<file path="src/rtl/dcache_writeback.sv">
// Dirty-line write-back engine: reads one 32-byte line from the eight data RAM
// banks in a single access and drains it as an 8-beat AXI4 INCR write burst.
module dcache_writeback (
  input  logic         clk,
  input  logic         resetn,
  input  logic         wb_req,
  input  logic [19:0]  wb_tag,
  input  logic [6:0]   wb_index,
  output logic         wb_ready,
  output logic         wb_done,
  output logic         ram_en,
  output logic [31:0]  ram_addr,
  input  logic [255:0] ram_rdata,
  output logic [3:0]   awid,
  output logic [31:0]  awaddr,
  output logic [7:0]   awlen,
  output logic [2:0]   awsize,
  output logic [1:0]   awburst,
  output logic [1:0]   awlock,
  output logic [3:0]   awcache,
  output logic [2:0]   awprot,
  output logic         awvalid,
  input  logic         awready,
  output logic [3:0]   wid,
  output logic [31:0]  wdata,
  output logic [3:0]   wstrb,
  output logic         wlast,
  output logic         wvalid,
  input  logic         wready,
  input  logic [3:0]   bid,
  input  logic [1:0]   bresp,
  input  logic         bvalid,
  output logic         bready
);

  typedef enum logic [2:0] {
    S_IDLE  = 3'd0,
    S_RD    = 3'd1,
    S_LATCH = 3'd2,
    S_AW    = 3'd3,
    S_W     = 3'd4,
    S_B     = 3'd5
  } state_t;

  state_t      r_state;
  state_t      w_state_nxt;
  logic [19:0] r_tag;
  logic [6:0]  r_index;
  logic [2:0]  r_cnt;
  logic        r_done;
  logic [31:0] r_line [8];

  logic        w_capture;
  logic        w_aw_hs;
  logic        w_w_hs;
  logic        w_b_hs;
  logic [31:0] w_line_addr;
  logic        w_unused;

  // Any B response completes the write-back, so its id and status are dropped.
  assign w_unused    = ^{bid, bresp};
  assign w_line_addr = {r_tag, r_index, 5'b0};

  assign w_capture = (r_state == S_IDLE) && wb_req;
  assign w_aw_hs   = (r_state == S_AW) && awready;
  assign w_w_hs    = (r_state == S_W) && wready;
  assign w_b_hs    = (r_state == S_B) && bvalid;

  always_ff @(posedge clk or negedge resetn) begin
    if (!resetn) begin
      r_state <= S_IDLE;
      r_tag   <= '0;
      r_index <= '0;
      r_cnt   <= '0;
      r_done  <= 1'b0;
    end else begin
      r_state <= w_state_nxt;
      r_done  <= w_b_hs;
      if (w_capture) begin
        r_tag   <= wb_tag;
        r_index <= wb_index;
      end
      // The counter wraps 7->0 on the last beat, leaving it clean for the next line.
      if (w_aw_hs) begin
        r_cnt <= '0;
      end else if (w_w_hs) begin
        r_cnt <= r_cnt + 3'd1;
      end
    end
  end

  // Line buffer holds data only; it is always rewritten before it is read.
  always_ff @(posedge clk) begin
    if (r_state == S_LATCH) begin
      for (int i = 0; i < 8; i++) begin
        r_line[i] <= ram_rdata[32*i +: 32];
      end
    end
  end

  always_comb begin
    w_state_nxt = r_state;
    case (r_state)
      S_IDLE:  if (wb_req) w_state_nxt = S_RD;
      S_RD:    w_state_nxt = S_LATCH;
      S_LATCH: w_state_nxt = S_AW;
      S_AW:    if (awready) w_state_nxt = S_W;
      S_W:     if (wready && (r_cnt == 3'd7)) w_state_nxt = S_B;
      S_B:     if (bvalid) w_state_nxt = S_IDLE;
      default: w_state_nxt = S_IDLE;
    endcase
  end

  always_comb begin
    wb_ready = 1'b0;
    ram_en   = 1'b0;
    awvalid  = 1'b0;
    wvalid   = 1'b0;
    wlast    = 1'b0;
    wdata    = '0;
    bready   = 1'b0;
    case (r_state)
      S_IDLE: wb_ready = 1'b1;
      S_RD:   ram_en   = 1'b1;
      S_AW:   awvalid  = 1'b1;
      S_W: begin
        wvalid = 1'b1;
        wdata  = r_line[r_cnt];
        wlast  = (r_cnt == 3'd7);
      end
      S_B:     bready = 1'b1;
      default: wb_ready = 1'b0;
    endcase
  end

  assign wb_done  = r_done;
  assign ram_addr = w_line_addr;
  assign awaddr   = w_line_addr;
  assign awid     = 4'd1;
  assign awlen    = 8'd7;
  assign awsize   = 3'd2;
  assign awburst  = 2'b01;
  assign awlock   = 2'b00;
  assign awcache  = 4'd0;
  assign awprot   = 3'd0;
  assign wid      = 4'd1;
  assign wstrb    = 4'hF;

endmodule
</file>
<file path="config.mk">
export PLATFORM = sky130hd
export DESIGN_NAME = dcache_writeback
export DESIGN_NICKNAME = d
export VERILOG_FILES = /design/src/rtl/dcache_writeback.sv
export SDC_FILE = /design/constraint.sdc
export NUM_CORES = 1
export LEC_CHECK = 0
export BUFFER_PORTS_ARGS = -buffer_cell sky130_fd_sc_hd__buf_4
export CAP_MARGIN = 20
export CORE_AREA = 2 2 168 170
export CTS_CLUSTER_SIZE = 8
export DETAILED_ROUTE_END_ITERATION = 10
export DIE_AREA = 0 0 170 172
export GPL_TIMING_DRIVEN = 0
export PLACE_DENSITY = 0.71
export RECOVER_POWER = 25
export SLEW_MARGIN = 0
export SYNTH_ARGS = -nofsm -noshare
export SYNTH_HDL_FRONTEND = slang
export SYNTH_SLANG_ARGS = --single-unit
</file>
<file path="constraint.sdc">
create_clock -name clk -period 13.6 [get_ports clk]
set_clock_uncertainty 0.15 [all_clocks]
set_input_delay 0.68 -clock clk [delete_from_list [all_inputs] [get_ports clk]]
set_output_delay 0.68 -clock clk [all_outputs]
set_load 0.01 [all_outputs]
</file>
=== After elaboration in Yosys (flattened, before gate mapping) ===
Memory sizes are Yosys's and may differ from the RTL's.
Index checks and enable logic that the tools add are counted.

* Flip-flop bits (word level): 34
* Bits in writable memories: 256
* Input port bits: 295
* Output and inout bits: 137
* Memories kept: 1

{| class="wikitable"
|+ Memory list
! name !! depth !! width !! rd ports !! clocked after memory_dff !! write ports !! RTL line !! text
|-
| r_line || 8 || 32 || 1 || 0 || 8 || 51 || <nowiki>logic [31:0] r_line [8];</nowiki>
|}

* $add $sub $neg: 1
* Equality and inequality tests: 10
* Mux-type cells: 16
* Reduce and logical (&&, ||, !) cells: 8

{| class="wikitable"
|+ Operator list
! cell !! number
|-
| 32-bit 2-to-1 mux || 1
|-
| 3-bit 2-to-1 mux || 6
|-
| 3-bit one-hot mux with 6 select lines || 1
|-
| 3-bit equality test (second input constant) || 3
|-
| 1-bit 2-to-1 mux || 8
|-
| 3-bit by 2-bit equality test with 1-bit output (second input constant) || 2
|-
| 2-bit != test (second input constant) || 3
|-
| 1-bit logical AND || 5
|-
| 4-bit AND reduction || 1
|-
| 3-bit by 1-bit adder with 3-bit output (second input constant) || 1
|-
| 3-bit by 1-bit equality test with 1-bit output (second input constant) || 1
|-
| 3-bit zero test || 1
|-
| 2-bit by 1-bit != test with 1-bit output (second input constant) || 1
|-
| 2-bit nonzero test || 1
|}

=== Logic depth before layout (Yosys ltp) ===
Gate-level depths: netlist of run 1.

* Word-level depth: 4
* Mapped depth: 5

=== Worst setup path before layout of run 1 ===
Ideal clock, no wire load.

* Path kind: register to register
* From: register r_state[1]
* To: memory r_line[0][0] (enable)
* Data arrival time: 11.238 ns
* Data required time: 12.573 ns
* Setup slack: 1.335 ns
* Stages on the path, launching flop included: 4
* Buffers on the path: 1
* Period minus slack after synthesis: 12.265 ns
* Cells stage by stage: dfrtp_1 > buf_2 > nand2b_1 > nor2_1

{| class="wikitable"
|+ RTL lines
! what !! RTL line !! text
|-
| start: declaration || 45 || <nowiki>state_t r_state;</nowiki>
|-
| start signal: assignment || 77 || <nowiki>r_state <= w_state_nxt;</nowiki>
|-
| end: declaration || 51 ||
|}

=== Final worst setup path of run 1 ===
* From: register r_cnt[1]
* To: output port wdata[22]

* Cells in the longest elaborated chain, start to end: 2

{| class="wikitable"
|+ RTL lines
! what !! RTL line !! text
|-
| start: declaration || 49 || <nowiki>logic [2:0] r_cnt;</nowiki>
|-
| start signal: assignment || 87 || <nowiki>r_cnt <= r_cnt + 3'd1;</nowiki>
|-
| memory read 8 x 32 bit || -- ||
|-
| 32-bit 2-to-1 mux || 122 || <nowiki>case (r_state)</nowiki>
|-
| end: declaration || 25 || <nowiki>output logic [31:0] wdata,</nowiki>
|}

No other way between the ends.

==> results of run 1 <==
==> worst max-delay path by stage <==
stage	startpoint	end	slack, ns	cells past startpoint
3_3_place_gp	r_state[1]$_DFFE_PN0P_	r_line[5][22]$_DFFE_PN_	-2.73	3
6_report	r_cnt[1]$_DFFE_PN0P_	wdata[22]	10.21	5
3_5_place_dp	r_cnt[1]$_DFFE_PN0P_	wdata[12]	10.70	5
4_1_cts	r_cnt[1]$_DFFE_PN0P_	wdata[22]	10.12	5
5_1_grt	r_state[0]$_DFFE_PN0P_	wdata[22]	9.99	6
2_1_floorplan	r_state[1]$_DFFE_PN0P_	r_line[0][0]$_DFFE_PN_	1.34	3
==> area by class of cell <==
| type | count | share of cell area |
|---|---|---|
| clock inverter | 4 | 0.00430 |
| tap | 346 | 0.0266 |
| buffer | 97 | 0.0429 |
| multi-input combinational | 201 | 0.150 |
| clock buffer | 54 | 0.0673 |
| sequential | 290 | 0.524 |
| inverter | 2 | 0.000461 |
| timing repair buffer | 390 | 0.185 |
==> through the flow <==
step,instance area [um2],hold slack (ns),setup TNS (ns)
3_5_place_dp,15100,0.361,0
4_1_cts,16300,0.153,0
3_3_place_gp,15000,0.355,-691.12
5_1_grt,16300,0.170,0
2_1_floorplan,11700,0.234,0
6_report,16300,0.189,0
==> Yosys cell counts, types with 2 or more instances <==
master / count / area share
clkbuf_1: 6 / 0.0020
buf_6: 7 / 0.0068
and3_1: 3 / 0.0016
a22o_1: 32 / 0.024
dfrtp_1: 34 / 0.074
inv_1: 2 / 0.00065
conb_1: 2 / 0.00065
nor2_1: 7 / 0.0023
edfxtp_1: 256 / 0.67
buf_2: 9 / 0.0039
mux2i_1: 2 / 0.0017
ha_1: 2 / 0.0022
nand2_1: 2 / 0.00065
nand2b_1: 2 / 0.0011
mux4_2: 64 / 0.13
buf_1: 3 / 0.00098
buf_4: 72 / 0.047
and2_1: 3 / 0.0016
nor3_1: 2 / 0.00087
mux2_2: 26 / 0.025
==> state kept, by name, summed over array words and instances, names as in the netlist <==
name     cells
r_cnt        3
r_line     256
r_state      3
r_index      7
r_tag       20
wb_done      1
==> power breakdown <==
group          internal, uW  switching, uW
sequential             1360            102
combinational           516            464
clock                   560            360
==> cell families (layout without fill, tap and decap cells) <==
logic type / Yosys count / after routing
compound gates: 37 / 37
flops: 290 / 290
simple gates: 24 / 24
fa+ha+maj: 2 / 2
xor+xnor: 1 / 1
mux: 93 / 93
other cells: 2 / 44
buf+inv: 99 / 547
==> metal layers <==
layer / up-vias / wire length, um / part of all wire
li1: 3050 / - / -
met1: 3211 / 9850 / 0.35
met2: 351 / 14800 / 0.52
met3: 55 / 2920 / 0.10
met4: 0 / 851 / 0.030
met5: - / 0 / 0
==> worst register-to-register path, stage by stage (launching register included) <==
cell,delay (ns)
dfrtp_1,0.33
buf_2,0.25
nand2b_1,0.17
nor2_4,0.23
buf_12,0.25
buf_12,0.23
buf_12,0.24
buf_12,0.25
==> timing repair <==
action	4_1_cts	5_1_grt
buffers inserted	0	0
endpoints found under the hold margin	34	0
hold buffers	1	0
==> impl_metrics.py, run 1 <==
metrics = {
    "placed_design": {
        "gp_congestion": 0.761,
        "dp_slack_ns": 10.70,
        "place_inst": 1325,
        "hpwl_mm": 21.1,
        "port_buffers": 381,
    },
    "die": {
        "rows": 61,
        "die_y_um": 172,
        "start_util": 0.419,
        "io_pins": 432,
        "die_w_um": 170,
        "core_area_um2": 27500,
        "dieArea_um2": 29200,
    },
    "logic_synthesis": {
        "synthArstFlopShare": 0.117,
        "ys_types": 32,
        "synth_compound_area_frac": 0.0274,
        "synth-seq-area-share": 0.741,
        "netlist_instances": 548,
        "synth_top_family_by_area": "multiplexers",
        "synthAdderAreaFrac": 0.00217,
        "synth_top_flop_cell": "edfxtp_1",
        "avgSynthCellArea_um2": 21.0,
        "synth-simple-area-share": 0.0129,
        "synth_seq_cells": 290,
        "synth_area_um2": 11500,
        "yosys.area_share.xor_xnor": 0.000761,
        "muxShareOfSynthArea": 0.153,
        "ys.warnings.count": 0,
        "synth_edf_count": 256,
    },
    "critical_path": {
        "crit_type": "flop to output pin",
        "slowest_delay_ns": 0.56,
        "cp-start-kind": "flop",
        "reg2reg_setup_slack_ns": 11.17,
        "critPathRequiredTime_ns": 12.77,
        "timing.rr.start": "r_state[1]$_DFFE_PN0P_",
        "critPathTopFamily": "buffers and inverters",
        "cp_slowest_cell": "buf_1",
        "cp_cell_sequence": "buf_2 -> buf_1 -> mux4_2 -> a22o_1 -> buf_4",
        "arrival_ns": 2.56,
        "worst-path-buf-inv": 3,
        "r2r-end": "r_line[4][22]$_DFFE_PN_",
        "r2r_cells": 7,
        "critPathMaxFanout": 10,
        "worstSetupEndpointType": "output pin",
    },
    "timing": {
        "rsz0062_at_grt": "no",
        "min_period_ns": 3.39,
        "finalHoldViolations": 0,
        "worst_pin_slew_ns": 0.773,
        "slew_viol_final": 0,
        "slew_headroom": 0.485,
        "setup_viol": 0,
        "fin_ws_ns": 10.21,
        "max_clock_freq_mhz": 295,
        "finalCritPeriodShare": 0.249,
    },
    "detailed_routing": {
        "drc": 0,
        "ant_nets": 0,
        "dr.pass1.iters": 4,
        "drt-initial-drc-count": 297,
        "drt-total-wl_mm": 28.4,
        "avgViaCountPerCell": 4.82,
        "wire_per_inst_um": 20.5,
        "vias": 6667,
    },
    "global_routing": {
        "gr-usage-met2": 0.344,
        "first_global_vias": 7039,
        "grt_pass1_wl_mm": 41.1,
        "grt_overflow": 0,
        "grt_max_degree": 38,
        "grt_usage": 0.192,
        "grt_use_met3": 0.0668,
        "grt.busiest_layer": "met2",
        "met1_usage": 0.213,
        "grt_antenna_before_repair": 0,
    },
    "clocking": {
        "clk_latency_ns": 0.52,
        "cts_tree": "built",
        "clk_pin_slew_worst_paths_ns": 0.05,
        "clock_path_buffers": 3,
        "cts_buffers": 42,
        "cts.sinks": 290,
        "htreeDepth": 2,
        "cts_root_buf": "clkbuf_16",
        "cts_resized": 0,
    },
    "cells_and_area": {
        "n_antenna_cell": 0,
        "final_nets": 1321,
        "area_delta_synth_final_pct": 41.5,
        "multiInputGateArea_um2": 2440,
        "n_fill_cell": 2081,
        "ff_latch_area_um2": 8540,
        "drive_gt1_frac": 0.591,
        "layout.cells.non_filler": 1384,
        "finish.utilization": 0.593,
        "final_cell_mix": "buf_4 (285), edfxtp_1 (256), clkbuf_4 (163)",
        "mostFrequentLayoutCell": "buf_4",
    },
    "min_path": {
        "hold_class": "input pin to flop",
        "holdCritStartpoint": "ram_rdata[230]",
        "hold_path_depth": 1,
        "hold_end": "r_line[7][6]$_DFFE_PN_",
    },
    "power_and_ir_drop": {
        "ir_drop_uv": 134,
        "finalPower_uw": 3360,
        "p_leak_uw": 0.00650,
        "power_density_nw_per_um2": 207,
    },
    "status": {
        "outcome": "finished, final reports clean",
    },
    "run": {
        "maxCapViolCount": 0,
    },
}
(Power assumes the default switching activity.)
==> inputs of run 2 (changes only) <==
--- a/config.mk
+++ b/config.mk
@@ -7,12 +7,12 @@
 export LEC_CHECK = 0
 export BUFFER_PORTS_ARGS = -buffer_cell sky130_fd_sc_hd__buf_4
 export CAP_MARGIN = 20
-export CORE_AREA = 2 2 168 170
+export CORE_AREA = 2 2 170 172
 export CTS_CLUSTER_SIZE = 8
 export DETAILED_ROUTE_END_ITERATION = 10
-export DIE_AREA = 0 0 170 172
+export DIE_AREA = 0 0 172 174
 export GPL_TIMING_DRIVEN = 0
-export PLACE_DENSITY = 0.71
+export PLACE_DENSITY = 0.72
 export RECOVER_POWER = 25
 export SLEW_MARGIN = 0
 export SYNTH_ARGS = -nofsm -noshare
==> constraint.sdc (replaced) <==
create_clock -name clk -period 3 [get_ports clk]
set_clock_uncertainty 0.15 [all_clocks]
set_input_delay 0.15 -clock clk [delete_from_list [all_inputs] [get_ports clk]]
set_output_delay 0.15 -clock clk [all_outputs]
set_load 0.01 [all_outputs]
==> run 2 against run 1 <==
Against the previous run: the flow now stops in clock tree synthesis; synthesized cell count stayed put; synthesized area did not move.
==> impl_metrics.py, run 2 <==
metrics = {
    "logic_synthesis": {
        "ys.warnings.count": 0,
        "synth_top_flop_cell": "edfxtp_1",
        "synth_edf_count": 256,
        "synth-seq-area-share": 0.741,
        "synth.area.top_cells": "edfxtp_1 (67%), mux4_2 (13%), dfrtp_1 (7.4%)",
        "avgSynthCellArea_um2": 21.0,
        "synthDominantCellAreaShare": 0.668,
        "ys_types": 32,
        "synthAdderAreaFrac": 0.00217,
        "yosysMostFrequentCell": "edfxtp_1",
        "netlist_instances": 548,
        "yosys.area_share.xor_xnor": 0.000761,
        "synth_area_um2": 11500,
        "synth_seq_cells": 290,
        "synthArstFlopShare": 0.117,
        "synth_top_area_cell": "edfxtp_1",
        "synth-simple-area-share": 0.0129,
        "synth_compound_area_frac": 0.0274,
        "synth_commonest_cells": "edfxtp_1 (256), buf_4 (72), mux4_2 (64)",
        "synth_top_family_by_area": "multiplexers",
        "muxShareOfSynthArea": 0.153,
    },
    "die": {
        "die_y_um": 174,
        "die_w_um": 172,
        "io_pins": 432,
        "start_util": 0.408,
        "rows": 62,
    },
    "status": {
        "outcome": "aborted with a tool error",
        "lastStage": "clock tree synthesis",
        "tool.error": "[ERROR RSZ-0060] Max buffer count reached.",
    },
    "clocking": {
        "post-cts-setup-buffers": 0,
        "clock_path_buffers": 3,
        "cts_buffers": 42,
        "cts_hold_buf": 287,
        "cts.sinks": 290,
        "htreeDepth": 2,
        "cts_resized": 0,
        "cts_root_buf": "clkbuf_16",
    },
    "placed_design": {
        "hpwl_mm": 20.5,
        "port_buffers": 381,
        "gp_congestion": 0.748,
        "dp_slack_ns": 0.0576,
        "place_inst": 1363,
    },
}
[run 2: cell counts after synthesis]
No cell type changed its count.
[run 2: stage by stage]
stage | instance area, um2 | util
after floorplan | 11700 | -
after detailed placement | 15200 | 0.539
after global placement | 15000 | 0.533
[run 2: logic make-up after synthesis]
| group | Yosys count |
|---|---|
| mux | 93 |
| other cells | 2 |
| fa+ha+maj | 2 |
| compound gates | 37 |
| simple gates | 24 |
| buf+inv | 99 |
| flops | 290 |
| xor+xnor | 1 |
==> inputs of run 3 (changes only) <==
--- a/config.mk
+++ b/config.mk
@@ -7,12 +7,11 @@
 export LEC_CHECK = 0
 export BUFFER_PORTS_ARGS = -buffer_cell sky130_fd_sc_hd__buf_4
 export CAP_MARGIN = 20
-export CORE_AREA = 2 2 170 172
-export CTS_CLUSTER_SIZE = 8
+export CORE_MARGIN = 2
+export CORE_UTILIZATION = 30
 export DETAILED_ROUTE_END_ITERATION = 10
-export DIE_AREA = 0 0 172 174
 export GPL_TIMING_DRIVEN = 0
-export PLACE_DENSITY = 0.72
+export PLACE_DENSITY_LB_ADDON = 0.15
 export RECOVER_POWER = 25
 export SLEW_MARGIN = 0
 export SYNTH_ARGS = -nofsm -noshare
==> constraint.sdc (replaced) <==
create_clock -name clk -period 3.9 [get_ports clk]
set_clock_uncertainty 0.15 [all_clocks]
set_input_delay 0.195 -clock clk [delete_from_list [all_inputs] [get_ports clk]]
set_output_delay 0.195 -clock clk [all_outputs]
set_load 0.01 [all_outputs]
==> run 3 against run 2 <==
Against the previous run: the run now ends clean.
==> impl_metrics.py, run 3 (same netlist as run 1, synthesis figures left out) <==
metrics = {
    "cells_and_area": {
        "area_delta_synth_final_pct": 67.6,
        "regMostFlops": "r_line",
        "multiInputGateArea_um2": 2440,
        "mostFrequentLayoutCell": "dlygate4sd3_1",
        "reg_top3": "r_line: 256 flops, r_tag: 20 flops, r_index: 7 flops",
        "final_cell_mix": "dlygate4sd3_1 (288), buf_4 (286), edfxtp_1 (256)",
        "final_nets": 1601,
        "drive_gt1_frac": 0.465,
        "n_fill_cell": 3158,
        "largest_reg_flops": 256,
        "ff_latch_area_um2": 8540,
    },
    "timing": {
        "rsz0062_at_grt": "no",
        "worst_pin_slew_ns": 0.861,
        "setup_tns_ns": 0,
        "fin_hold_ws_ns": 0.0549,
        "slew_viol_final": 0,
        "finalCritPeriodShare": 0.776,
        "finalHoldViolations": 0,
        "slew_headroom": 0.425,
        "min_period_ns": 3.02,
        "max_clock_freq_mhz": 331,
        "setup_viol": 0,
    },
    "status": {
        "outcome": "finished, final reports clean",
    },
    "placed_design": {
        "gp_congestion": 0.705,
        "hpwl_mm": 21.7,
        "port_buffers": 381,
    },
    "detailed_routing": {
        "wire_per_inst_um": 17.1,
        "drc": 0,
        "dr.pass1.iters": 4,
        "drt-total-wl_mm": 31.5,
        "avgViaCountPerCell": 4.16,
        "vias": 7658,
        "ant_nets": 0,
        "drt-initial-drc-count": 270,
    },
    "critical_path": {
        "timing.rr.start": "r_state[1]$_DFFE_PN0P_",
        "crit_type": "flop to output pin",
        "r2r_cells": 7,
        "arrival_ns": 2.68,
        "critPathRequiredTime_ns": 3.56,
        "critPathMaxFanout": 10,
        "cp-start-kind": "flop",
        "worstSetupEndpointType": "output pin",
        "r2r-end": "r_line[2][28]$_DFFE_PN_",
        "reg2reg_setup_slack_ns": 1.54,
        "critPathLaunch": "r_cnt[1]$_DFFE_PN0P_",
    },
    "clocking": {
        "clk_latency_ns": 0.51,
        "cts_tree": "built",
        "cts_buffers": 34,
        "clock_path_buffers": 3,
        "post-cts-setup-buffers": 0,
        "clk_pin_slew_worst_paths_ns": 0.06,
        "htreeDepth": 2,
        "cts.sinks": 290,
        "cts_root_buf": "clkbuf_16",
    },
    "power_and_ir_drop": {
        "power_density_nw_per_um2": 611,
        "ir_drop_uv": 377,
        "p_leak_uw": 0.00768,
    },
    "die": {
        "core_area_um2": 37800,
        "io_pins": 432,
        "die_y_um": 200,
        "dieArea_um2": 40000,
        "rows": 71,
        "start_util": 0.305,
        "die_w_um": 200,
    },
    "min_path": {
        "hold_class": "input pin to async pin",
    },
    "global_routing": {
        "first_global_vias": 8279,
        "grt_usage": 0.155,
        "grt_max_degree": 35,
        "grt_pass1_wl_mm": 46.3,
        "grt_antenna_before_repair": 1,
        "grt_overflow": 0,
    },
    "run": {
        "maxCapViolCount": 0,
    },
}
## run 3: routing by layer
layer	routed length, um	up-vias	GRT usage
li1	-	3624	-
met1	12400	3714	0.185
met2	16300	280	0.273
met3	2240	40	0.0423
met4	565	0	0.0447
met5	0	-	0
## run 3: cell type report
| cell class | count | area share |
|---|---|---|
| Clock inverter | 17 | 0.00752 |
| Buffer | 97 | 0.0366 |
| Multi-Input combinational cell | 201 | 0.127 |
| Inverter | 2 | 0.000389 |
| Tap cell | 511 | 0.0331 |
| Antenna cell | 1 | 0.000130 |
| Timing Repair Buffer | 678 | 0.308 |
| Clock buffer | 42 | 0.0456 |
| Sequential cell | 290 | 0.442 |
## run 3: report_power, final
part / internal (uW) / switching, uW / total (uW)
clock network: 1740 / 1220 / 2960
logic: 2050 / 1690 / 3740
registers: 4750 / 338 / 5080
## run 3: worst max-delay path by stage
stage | endpoint | slack, ns | cells after the start
after CTS | wdata[13] | 0.72 | 5
after global placement | r_line[3][23]$_DFFE_PN_ | -2.76 | 2
after global routing | wdata[20] | 0.65 | 6
after floorplan | r_line[0][0]$_DFFE_PN_ | -1.00 | 3
final | wdata[13] | 0.88 | 5
after detailed placement | wdata[13] | 1.29 | 5
## run 3: timing repair
item | in CTS | in global routing
gates resized for setup | 0 | 0
hold buffers | 288 | 0
hold endpoints to repair | 321 | 0
endpoints found under the setup margin | 0 | 0
## run 3: metrics by stage
step                setup WS [ns]  power, uW  std cells  cell area [um2]  utilization
floorplan                   -1.00       7250        590            11700            -
finish                      0.875      11800       1839            19300        0.511
detailed placement           1.29       8750       1491            15400        0.408
global route                0.652      12400       1839            19300        0.511
global placement            -2.76       8190       1482            15200        0.402
CTS                         0.716      12000       1838            19300        0.511
## run 3: worst max-delay path: stages, from the launching register on
cell	delay [ns]
dfrtp_1	0.36
buf_2	0.30
buf_1	0.69
mux4_2	0.46
a22o_1	0.20
buf_4	0.15
==> inputs of run 4 (changes only) <==
--- a/config.mk
+++ b/config.mk
@@ -5,6 +5,7 @@
 export SDC_FILE = /design/constraint.sdc
 export NUM_CORES = 1
 export LEC_CHECK = 0
+export ABC_AREA = 1
 export BUFFER_PORTS_ARGS = -buffer_cell sky130_fd_sc_hd__buf_4
 export CAP_MARGIN = 20
 export CORE_MARGIN = 2
==> constraint.sdc (replaced) <==
create_clock -name clk -period 2.6 [get_ports clk]
set_clock_uncertainty 0.15 [all_clocks]
set_input_delay 0.13 -clock clk [delete_from_list [all_inputs] [get_ports clk]]
set_output_delay 0.13 -clock clk [all_outputs]
set_load 0.01 [all_outputs]
==> run 4 against run 3 <==
Against the previous run: largest power group is now combinational cells; critical endpoint is now wdata[29]; non-clock buffer count grew 46; core utilization shrank 1.4 points; power grew 70%; design area grew 7.3%; synthesized cell count grew 120%; global-route usage grew 4.1 points.
==> impl_metrics.py, run 4 <==
metrics = {
    "status": {
        "outcome": "finished, final reports clean",
    },
    "die": {
        "core_area_um2": 41700,
        "dieArea_um2": 43600,
        "die_y_um": 209,
        "die_w_um": 209,
        "rows": 75,
        "io_pins": 432,
        "start_util": 0.302,
    },
    "global_routing": {
        "grt_usage": 0.196,
        "grt_pass1_wl_mm": 64.4,
        "grt_antenna_before_repair": 1,
        "grt_max_degree": 35,
        "grt_overflow": 0,
        "first_global_vias": 11400,
    },
    "detailed_routing": {
        "routed.top_layer": "met4",
        "ant_nets": 0,
        "dr_wl_met2_mm": 21.3,
        "route.met3.wl_mm": 2.57,
        "wire_per_inst_um": 16.9,
        "drt-initial-drc-count": 486,
        "dr.pass1.iters": 5,
        "vias": 10900,
        "avgViaCountPerCell": 4.31,
        "drc": 0,
        "wl_met1_mm": 17.6,
        "drt-total-wl_mm": 42.7,
    },
    "logic_synthesis": {
        "yosysMostFrequentCell": "nand2_1",
        "synthDominantCellAreaShare": 0.610,
        "synthArstFlopShare": 0.117,
        "synth_area_um2": 12600,
        "synth_edf_count": 256,
        "synth-seq-area-share": 0.678,
        "synth_top_area_cell": "edfxtp_1",
        "synth.area.top_cells": "edfxtp_1 (61%), nand2_1 (9.7%), dfrtp_1 (6.8%)",
        "avgSynthCellArea_um2": 10.5,
        "ys_types": 24,
        "synth_top_flop_cell": "edfxtp_1",
        "synth_commonest_cells": "nand2_1 (326), edfxtp_1 (256), nor2_1 (197)",
        "synth_seq_cells": 290,
        "ys.warnings.count": 0,
        "netlist_instances": 1197,
    },
    "min_path": {
        "hold_class": "input pin to flop",
        "holdCritStartpoint": "ram_rdata[143]",
        "hold_end": "r_line[4][15]$_DFFE_PN_",
        "hold_path_depth": 2,
    },
    "critical_path": {
        "arrival_ns": 2.14,
        "slowest_delay_ns": 0.36,
        "r2r_cells": 7,
        "worst-path-buf-inv": 4,
        "timing.rr.start": "r_state[1]$_DFFE_PN0P_",
        "cp_slowest_cell": "dfrtp_1",
        "reg2reg_setup_slack_ns": 0.43,
        "critPathTopFamily": "buffers and inverters",
        "cp-start-kind": "flop",
        "cp_cell_sequence": "buf_4 -> nor2_2 -> nand2_1 -> inv_2 -> buf_4 -> nand2_1 -> nor2_1 -> buf_4",
        "critPathMaxFanout": 10,
        "worstSetupEndpointType": "output pin",
        "critPathRequiredTime_ns": 2.32,
        "crit_type": "flop to output pin",
        "crit_top_cell": "buf_4",
        "r2r-end": "r_line[2][22]$_DFFE_PN_",
    },
    "power_and_ir_drop": {
        "ir_drop_uv": 474,
        "p_leak_uw": 0.00921,
        "power_density_nw_per_um2": 968,
    },
    "timing": {
        "setup_viol": 0,
        "finalHoldViolations": 0,
        "slew_viol_final": 0,
        "max_clock_freq_mhz": 413,
        "slew_headroom": 0.610,
        "fin_hold_ws_ns": 0.171,
        "min_period_ns": 2.42,
        "finalCritPeriodShare": 0.932,
        "rsz0062_at_grt": "no",
        "worst_pin_slew_ns": 0.585,
    },
    "cells_and_area": {
        "mostFrequentLayoutCell": "nand2_1",
        "final_nets": 2262,
        "finish.utilization": 0.497,
        "drive_gt1_frac": 0.293,
        "area_delta_synth_final_pct": 64.4,
        "final_cell_mix": "nand2_1 (325), buf_4 (309), dlygate4sd3_1 (290)",
        "reg_top3": "r_line: 256 flops, r_tag: 20 flops, r_index: 7 flops",
        "n_fill_cell": 3871,
        "regMostFlops": "r_line",
        "largest_reg_flops": 256,
    },
    "clocking": {
        "cts_root_buf": "clkbuf_16",
        "cts_tree": "built",
        "clk_pin_slew_worst_paths_ns": 0.06,
        "cts_buffers": 36,
        "clk_latency_ns": 0.55,
        "htreeDepth": 2,
        "clock_path_buffers": 3,
        "cts.sinks": 290,
    },
    "placed_design": {
        "gp_congestion": 0.759,
        "port_buffers": 381,
        "hpwl_mm": 30.3,
    },
    "run": {
        "maxCapViolCount": 0,
    },
}
==> run 4: through the flow <==
stage                     setup TNS [ns]  setup WS, ns  total power (uW)  instance area [um2]  instances
after floorplan                 -1184.42         -4.61             11000                12800       1239
after CTS                              0        0.0210             20400                20700       2528
after detailed placement               0        0.0400             15200                16700       2174
after global routing                   0        0.0109             21400                20700       2529
final                                  0         0.177             20100                20700       2529
after global placement          -1911.84         -7.47             13500                16300       2159
==> run 4: routing by layer <==
| layer | GRT usage | vias to the layer above |
|---|---|---|
| met1 | 0.234 | 5116 |
| met2 | 0.349 | 374 |
| li1 | - | 5356 |
| met5 | 0 | - |
| met3 | 0.0427 | 65 |
| met4 | 0.0650 | 0 |
==> run 4: cell type report <==
class	instances	area [um2]	share of cell area
diodes	1	2.50	0.000121
plain buffers	133	937	0.0453
clock buffers	42	945	0.0456
clock inverters	20	156	0.00755
inverters	76	285	0.0138
multi-input cells	740	3040	0.147
flip-flops and latches	290	8540	0.412
well taps	539	674	0.0326
repair buffers	688	6130	0.296
==> run 4: worst max-delay path by stage <==
| stage | start | end | slack (ns) | cells past startpoint |
|---|---|---|---|---|
| floorplan | r_state[2]$_DFFE_PN0P_ | r_line[0][0]$_DFFE_PN_ | -4.61 | 2 |
| global placement | r_state[1]$_DFFE_PN0P_ | r_line[0][19]$_DFFE_PN_ | -7.47 | 2 |
| detailed placement | r_state[2]$_DFFE_PN0P_ | r_line[1][19]$_DFFE_PN_ | 0.04 | 7 |
| CTS | r_cnt[0]$_DFFE_PN0P_ | wdata[19] | 0.02 | 9 |
| global route | r_cnt[0]$_DFFE_PN0P_ | wdata[19] | 0.01 | 8 |
| finish | r_state[0]$_DFFE_PN0P_ | wdata[29] | 0.18 | 8 |
==> run 4: kinds of logic (layout without fill, tap and decap cells) <==
group	count (synthesis)	after routing	synth area share
AO/OA/AOI/OAI	71	71	0.0287
adder cells (fa/ha/maj)	2	2	0.00199
buffers and inverters	209	959	0.0943
flip-flops	290	290	0.678
other	2	45	0.000596
AND/OR/NAND/NOR	623	623	0.196
==> run 4: worst register-to-register path: cells and delay by family (launching register included) <==
family	cells	cell delay, ns
flops	1	0.46
simple gates	1	0.17
buf+inv	6	1.08
==> run 4: where the power goes <==
group          switching (uW)  leakage, uW  internal, uW  total (uW)
Clock                    1960     0.000544          2800        4750
Combinational            4830      0.00588          3450        8280
Sequential                429      0.00279          6590        7020
==> run 4: what timing repair did <==
action | 4_1_cts | 5_1_grt
pin swaps | 1 | 0
setup buffers | 1 | 0
cloned | 0 | 0
endpoints found under the setup margin | 45 | 17
hold endpoints to repair | 324 | 0
gates resized for setup | 9 | 10
hold buffers | 291 | 0
